**src/rtl/kgp_ctrl_pkg.sv**
```systemverilog
// Shared definitions for the front-panel run/step sequencer: state encoding and
// default timing parameters.
package kgp_ctrl_pkg;

  localparam logic [1:0] ST_IDLE   = 2'd0;
  localparam logic [1:0] ST_RUN    = 2'd1;
  localparam logic [1:0] ST_STEP   = 2'd2;
  localparam logic [1:0] ST_HALTED = 2'd3;

  localparam int DEBOUNCE_CYCLES_DEF = 16;
  localparam int STEP_LEN_DEF        = 4;

  typedef enum logic [1:0] {
    S_IDLE   = ST_IDLE,
    S_RUN    = ST_RUN,
    S_STEP   = ST_STEP,
    S_HALTED = ST_HALTED
  } state_e;

endpackage

```
**src/rtl/btn_conditioner.sv**
```systemverilog
// Pushbutton front end: 2-flop synchronizer, stable-count debounce and a
// one-cycle pulse on each accepted press.
module btn_conditioner
  import kgp_ctrl_pkg::*;
#(
  parameter int DEBOUNCE_CYCLES = DEBOUNCE_CYCLES_DEF,
  parameter int CNT_W           = 5
) (
  input  logic clkf,
  input  logic rst,
  input  logic raw,
  output logic level,
  output logic pulse
);

  localparam logic [CNT_W-1:0] LP_CNT_LAST = CNT_W'(DEBOUNCE_CYCLES - 1);

  logic             r_sync1;
  logic             r_sync2;
  logic             r_db;
  logic             r_db_q;
  logic [CNT_W-1:0] r_cnt;

  always_ff @(posedge clkf) begin
    if (rst) begin
      r_sync1 <= 1'b0;
      r_sync2 <= 1'b0;
      r_db    <= 1'b0;
      r_db_q  <= 1'b0;
      r_cnt   <= '0;
    end else begin
      r_sync1 <= raw;
      r_sync2 <= r_sync1;
      r_db_q  <= r_db;
      // Any agreement with the accepted level restarts the stability count.
      if (r_sync2 == r_db) begin
        r_cnt <= '0;
      end else if (r_cnt == LP_CNT_LAST) begin
        r_db  <= r_sync2;
        r_cnt <= '0;
      end else begin
        r_cnt <= r_cnt + CNT_W'(1);
      end
    end
  end

  assign level = r_db;
  assign pulse = r_db & ~r_db_q;

endmodule

```
**src/rtl/run_controller.sv**
```systemverilog
// Run/step sequencer: gates the clock-divider start enable from the debounced
// run and step buttons and the CPU halt level.
//
// state  | meaning
// IDLE   | CPU clock frozen, waiting for run or step
// RUN    | free running until halt or a run press (pause)
// STEP   | start held high for STEP_LEN cycles, then back to IDLE
// HALTED | CPU halted; only reset leaves this state
module run_controller
  import kgp_ctrl_pkg::*;
#(
  parameter int DEBOUNCE_CYCLES = DEBOUNCE_CYCLES_DEF,
  parameter int STEP_LEN        = STEP_LEN_DEF,
  parameter int CNT_W           = 5
) (
  input  logic       clkf,
  input  logic       rst,
  input  logic       btn_run,
  input  logic       btn_step,
  input  logic       halt,
  output logic       start,
  output logic       running,
  output logic       halted,
  output logic [1:0] state
);

  localparam logic [CNT_W-1:0] LP_STEP_LAST = CNT_W'(STEP_LEN - 1);

  logic             w_run_pulse;
  logic             w_step_pulse;
  logic             w_run_level;
  logic             w_step_level;
  logic             w_unused_levels;

  state_e           r_state;
  state_e           w_state_nxt;
  logic [CNT_W-1:0] r_step_cnt;
  logic [CNT_W-1:0] w_step_cnt_nxt;
  logic             r_halt_q;
  logic             r_start;
  logic             r_running;
  logic             r_halted;

  btn_conditioner #(
    .DEBOUNCE_CYCLES(DEBOUNCE_CYCLES),
    .CNT_W          (CNT_W)
  ) u_btn_run (
    .clkf (clkf),
    .rst  (rst),
    .raw  (btn_run),
    .level(w_run_level),
    .pulse(w_run_pulse)
  );

  btn_conditioner #(
    .DEBOUNCE_CYCLES(DEBOUNCE_CYCLES),
    .CNT_W          (CNT_W)
  ) u_btn_step (
    .clkf (clkf),
    .rst  (rst),
    .raw  (btn_step),
    .level(w_step_level),
    .pulse(w_step_pulse)
  );

  // Debounced levels are only needed by the panel LEDs elsewhere.
  assign w_unused_levels = w_run_level ^ w_step_level;

  always_comb begin
    w_state_nxt    = r_state;
    w_step_cnt_nxt = r_step_cnt;
    case (r_state)
      S_IDLE: begin
        if (r_halt_q) begin
          w_state_nxt = S_HALTED;
        end else if (w_run_pulse) begin
          w_state_nxt = S_RUN;
        end else if (w_step_pulse) begin
          w_state_nxt    = S_STEP;
          w_step_cnt_nxt = '0;
        end
      end
      S_RUN: begin
        if (r_halt_q) begin
          w_state_nxt = S_HALTED;
        end else if (w_run_pulse) begin
          w_state_nxt = S_IDLE;
        end
      end
      S_STEP: begin
        if (r_halt_q) begin
          w_state_nxt = S_HALTED;
        end else if (r_step_cnt == LP_STEP_LAST) begin
          w_state_nxt = S_IDLE;
        end else begin
          w_step_cnt_nxt = r_step_cnt + CNT_W'(1);
        end
      end
      S_HALTED: w_state_nxt = S_HALTED;
      default:  w_state_nxt = S_IDLE;
    endcase
  end

  // Outputs are decoded from the next state so they move with the state register.
  always_ff @(posedge clkf) begin
    if (rst) begin
      r_state    <= S_IDLE;
      r_step_cnt <= '0;
      r_halt_q   <= 1'b0;
      r_start    <= 1'b0;
      r_running  <= 1'b0;
      r_halted   <= 1'b0;
    end else begin
      r_state    <= w_state_nxt;
      r_step_cnt <= w_step_cnt_nxt;
      r_halt_q   <= halt;
      r_start    <= (w_state_nxt == S_RUN) || (w_state_nxt == S_STEP);
      r_running  <= (w_state_nxt == S_RUN);
      r_halted   <= (w_state_nxt == S_HALTED);
    end
  end

  assign start   = r_start;
  assign running = r_running;
  assign halted  = r_halted;
  assign state   = r_state;

endmodule
```
**config.mk**
```make
export PLATFORM = sky130hd
export DESIGN_NAME = run_controller
export DESIGN_NICKNAME = d
export VERILOG_FILES = /design/src/rtl/kgp_ctrl_pkg.sv /design/src/rtl/btn_conditioner.sv /design/src/rtl/run_controller.sv
export SDC_FILE = /design/constraint.sdc
export NUM_CORES = 1
export LEC_CHECK = 0
export BUFFER_PORTS_ARGS = -buffer_cell sky130_fd_sc_hd__buf_2
export CORE_MARGIN = 10
export CORE_UTILIZATION = 55
export CTS_CLUSTER_DIAMETER = 30
export CTS_CLUSTER_SIZE = 8
export DETAILED_ROUTE_END_ITERATION = 10
export PLACE_DENSITY = 0.82
export SYNTH_ARGS = -nofsm -noshare
export SYNTH_HDL_FRONTEND = slang
export SYNTH_SLANG_ARGS = --single-unit
```
**constraint.sdc**
```tcl
create_clock -name clkf -period 3.6 [get_ports clkf]
set_clock_uncertainty 0.05 [all_clocks]
set_input_delay 0.18 -clock clkf [delete_from_list [all_inputs] [get_ports clkf]]
set_output_delay 0.18 -clock clkf [all_outputs]
set_load 0.01 [all_outputs]
```
Word level (Yosys, flattened, before mapping)
Cells that the tools add are included.
{"block": "op_classes", "n_eq_ne": 16, "mul": 0, "add_sub_neg": 3, "shifts": 0, "muxes": 14, "bitwise": 6, "n_reduce_logical": 8, "order_cmp": 0, "n_div": 0}
{"operator": "$mux W5", "n": 5}
{"operator": "$add A5 B1 Y5 const B", "n": 3}
{"operator": "$mux W2", "n": 7}
{"operator": "$eq A5 B4 Y1 const B", "n": 2}
{"operator": "$pmux W5 S2", "n": 1}
{"operator": "$eq A2 B2 Y1 const B", "n": 4}
{"operator": "$ne A2 B2 Y1 const B", "n": 4}
{"operator": "$pmux W2 S4", "n": 1}
{"operator": "$reduce_and A6 Y1", "n": 1}
{"operator": "$reduce_or A3 Y1", "n": 2}
{"operator": "$eq A5 B2 Y1 const B", "n": 1}
{"operator": "$eq A2 B1 Y1 const B", "n": 2}
{"operator": "$not A1 Y1", "n": 4}
{"operator": "$reduce_and A2 Y1", "n": 2}
{"operator": "$and A1 B1 Y1", "n": 2}
{"operator": "$eq A1 B1 Y1", "n": 2}
{"operator": "$logic_not A2 Y1", "n": 1}
{"operator": "$ne A2 B1 Y1 const B", "n": 1}
{"operator": "$reduce_bool A2 Y1", "n": 1}
{"operator": "$logic_or A1 B1 Y1", "n": 1}
{"block": "word_totals", "wordCells": 63, "output_inout_bits": 5, "mem_count": 0, "regBits": 29, "in_bits": 5, "latch_bits": 0, "ram_bits": 0, "mem_bits_ro": 0}

Depth between registers and ports, before layout
{"block": "depth", "word_depth": 8, "ltp_mapped": 6, "ltp_nobuf": 6}

Hierarchy
A second synthesis with hierarchy kept.
{"block": "unflattened", "cells_unflattened": 112, "hier_area_um2": 1123.6}
{"module": "btn_conditioner", "cells_each": 30, "seq_area_each_um2": 180.2, "area_each_um2": 319.1, "instances": 2}
{"module": "run_controller", "cells_each": 52, "seq_area_each_um2": 220.2, "area_each_um2": 485.5, "instances": 1}

Worst setup path before layout
Ideal clock, no wire load.
{"block": "synth_path", "path_type": "flip-flop to flip-flop", "from": "reg r_step_cnt[0]", "to": "reg r_start, in the netlist start", "required_time_ns": 3.483, "path_buffers": 0, "period_less_slack_ns": 1.744, "stages_incl_launch_ff": 7, "t_arrival_ns": 1.627, "setup_ns": 0.067, "setup_slack_ns": 1.856, "path_cell_list": "dfxtp_1 ha_1 or4b_1 o21ai_0 and3_1 ha_1 nor2_1"}
{"block": "synth_via", "elab_chain_len": 6, "elab_cells_between_ends": 7, "cone_classes": "eq/ne: 3; mux: 3; reduce/logical: 1"}
{"element": "start: declaration", "line_no": "run_controller.sv:37", "text": "logic [CNT_W-1:0] r_step_cnt;"}
{"element": "start signal: assignment", "line_no": "run_controller.sv:115", "text": "r_step_cnt <= w_step_cnt_nxt;"}
{"element": "$eq A5 B2 Y1 (*)", "line_no": "run_controller.sv:93", "text": "end else if (r_step_cnt == LP_STEP_LAST) begin"}
{"element": "$mux W2 (*)", "line_no": "run_controller.sv:93"}
{"element": "$mux W2 (*)", "line_no": "run_controller.sv:91", "text": "if (r_halt_q) begin"}
{"element": "$pmux W2 S4 (*)", "line_no": "run_controller.sv:72", "text": "case (r_state)"}
{"element": "$eq A2 B1 Y1 / $eq A2 B2 Y1 (equally long branches)", "line_no": "run_controller.sv:117", "text": "r_start <= (w_state_nxt == S_RUN) || (w_state_nxt == S_STEP);"}
{"element": "$logic_or A1 B1 Y1 (*)", "line_no": "run_controller.sv:117"}
{"element": "end signal: assignment", "line_no": "run_controller.sv:117"}
{"element": "end: declaration", "line_no": "run_controller.sv:40", "text": "logic r_start;"}
Every way passes the cells marked *; elsewhere a longest branch is shown, timed or not.
A chain may end at the register's enable or synchronous reset.

Worst setup path after layout
Same ends and word-level chain as after synthesis.

==> results.py <==
metrics = {
    "worst_hold_path": {
        "worstHoldStart": "halt",
        "hold_class": "input port to flip-flop",
    },
    "synth": {
        "yosysWarningCount": 0,
        "synthCells": 110,
        "synth-seq-cells": 29,
        "synth_area_mm2": 0.00112,
        "yosysSeqAreaShare_pct": 52.0,
        "synth_nets": 121,
        "synth.distinct_cells": 28,
        "synth.avg_cell_area_um2": 10.2,
    },
    "worst_setup_path": {
        "crit_type": "flip-flop to flip-flop",
        "end_kind": "flip-flop",
        "critPathTopFamily": "simple AND/OR/NAND/NOR gates",
        "cp_data_arrival_time_ps": 2110,
        "required_ps": 3800,
        "path_max_fanout": 4,
        "crit-reg2reg-launch": "r_step_cnt[0]",
        "max_stage_delay_ps": 480,
        "worst_path_max_delay_cell": "or4b_1",
        "start_kind": "flip-flop",
        "startpoint": "r_step_cnt[0]",
        "cp_common_cell": "ha_1",
        "path_buf_inv": 0,
        "r2r_slack_ps": 1690,
        "worstPathCellList": "ha_1 -> or4b_1 -> o21ai_0 -> and3_1 -> ha_1 -> nor2_1",
    },
    "routing": {
        "drc": 0,
        "drt-total-wl_mm": 1.81,
        "drt_first_pass_iters": 4,
        "drt-wirelength-per-cell_um": 11.9,
        "vias": 772,
        "via_per_inst": 5.08,
        "ant_nets": 0,
        "drtIter0Drc": 10,
    },
    "power": {
        "p_leak_uw": 0.000482,
        "power.total_uw": 582,
        "irDropWorstVdd_mv": 0.281,
        "p_per_area_mw_per_mm2": 463,
    },
    "grt": {
        "grt_pass1_vias": 768,
        "use_met2_pct": 16.3,
        "grt_pass1_wl_mm": 3.22,
        "grt-ovfl-total": 0,
        "met3_usage_pct": 5.33,
        "grt_use_total_pct": 9.82,
        "grt_max_degree": 17,
        "grt_use_met1_pct": 9.57,
        "antenna_found_initial": 0,
        "gr-max-usage-layer": "met2",
    },
    "clocking": {
        "cts_tree": "yes",
        "clockBufferDepth": 2,
        "cts_root_buffer": "clkbuf_4",
        "numCtsBuffers": 5,
        "insertion_delay_ps": 310,
        "cts_max_level": 2,
        "post_cts_resized": 0,
        "post_cts_buffers": 0,
        "clk_pin_slew_ps": 90,
        "cts.sinks": 29,
        "cts_hold_buf": 0,
    },
    "cells_and_area": {
        "instances_no_fill": 152,
        "nNetsFinal": 135,
        "final_core_util_pct": 64.8,
        "drive_above_1_share_pct": 16.0,
        "syn_to_final_growth_pct": 12.5,
        "antenna_cells": 0,
        "layout_common_cells": "dfxtp_1, nor2_1, nor2b_1, buf_2",
        "final_common_cell": "dfxtp_1",
        "n_fill_cell": 168,
        "regArea_um2": 581,
        "multiInputGateArea_um2": 505,
    },
    "place": {
        "port_buffers": 9,
        "pre_cts_ws_ps": 1730,
        "dp_cells": 144,
        "dpl.hpwl_mm": 1.30,
        "gp_congestion": 0.683,
    },
    "sta": {
        "finalMaxSlewViolations": 0,
        "worst_slack_ps": 1690,
        "finalSetupViolCount": 0,
        "worst_slew_pin_slew_ps": 416,
        "rsz0062_at_grt": "no",
        "relSlewSlack_pct": 72.2,
        "final-hold-violation-count": 0,
        "setup_tns_ps": 0,
        "post-route-period-util_pct": 53.0,
        "min_period_ps": 1910,
        "fmax_mhz": 524,
    },
    "floorplanning": {
        "start_util_pct": 57.5,
        "core_mm2": 0.00194,
        "row_count": 16,
        "die_h_um": 65.1,
        "dieArea_mm2": 0.00423,
        "fp.dieW_um": 65.1,
        "ios": 10,
    },
    "run": {
        "max_cap_viol_count": 0,
    },
    "run_status": {
        "status": "complete, no violations",
    },
}
==> routing by layer <==
layer / part of all wire, % / vias up
met5: 0 / -
met4: 0.99 / 0
met3: 4.1 / 2
met2: 50 / 13
met1: 45 / 355
li1: - / 402
==> area by class of cell <==
type / count / area share, %
sequential: 29 / 46.2
multi-input combinational: 73 / 40.2
clock buffer: 7 / 5.17
timing repair buffer: 9 / 3.58
tap: 27 / 2.69
inverter: 6 / 1.79
clock inverter: 1 / 0.398
==> power breakdown <==
part | total, µW | switching, µW | leakage [µW] | internal [µW]
sequential | 336 | 7.00 | 0.000236 | 329
clock | 217 | 104 | 0.0000413 | 113
combinational | 29.2 | 16.1 | 0.000205 | 13.1
==> sequential cells by signal, summed over array words and instances (netlist names), 2 cells and up <==
register          count
r_step_cnt            5
u_btn_run.r_cnt       5
state                 2
u_btn_step.r_cnt      5
==> synthesized netlist by cell type <==
cell	count	share of area, %
clkbuf_1	1	0.34
nor3b_1	1	0.67
a22oi_2	1	1.1
a21oi_1	6	2.7
or3_1	2	1.1
and2_1	1	0.56
nor2_1	13	4.4
a31oi_1	1	0.56
o31ai_1	3	2.0
and3_1	3	1.7
o21bai_1	1	0.67
ha_1	6	6.7
or4_1	3	2.0
xor2_1	2	1.6
xnor2_1	5	3.9
inv_1	6	2.0
or4b_1	1	0.90
nand2_1	2	0.67
o21ai_0	3	1.3
nor4b_4	1	2.1
dfxtp_1	29	52
nor2b_1	9	5.0
nand3b_1	1	0.67
mux2i_1	2	1.8
nand3_1	4	1.8
buf_2	1	0.45
nand2b_1	1	0.56
or3_2	1	0.67
==> worst paths after layout <==
| kind | to | cells past startpoint |
|---|---|---|
| worst max-delay path | start | 6 |
| worst min-delay path | r_halt_q | 2 |
| worst min register to register | u_btn_step.r_sync2 | 1 |
| worst max register to register | start | 6 |
==> worst reg2reg max path: stages, from the launching register on <==
cell and delay, ps:
dfxtp_1 370, ha_1 200, or4b_1 480, o21ai_0 220, and3_1 200, ha_1 230, nor2_1 100
==> cells by family (layout without fill, tap and decap cells) <==
group	after synthesis	after routing	share of synthesized area, %
fa+ha+maj	6	6	6.72
mux	2	2	1.79
xor+xnor	7	7	5.49
buf+inv	8	23	2.80
compound gates	15	15	8.40
flops	29	29	52.0
simple gates	43	43	22.8
==> stage by stage <==
| step | area (µm²) | hold slack [ps] |
|---|---|---|
| 3_5_place_dp | 1190 | 346 |
| 2_1_floorplan | 1120 | 202 |
| 5_1_grt | 1260 | 14.1 |
| 3_3_place_gp | 1190 | 340 |
| 4_1_cts | 1260 | 5.84 |
| 6_report | 1260 | 19.0 |
(Power assumes the default switching activity.)
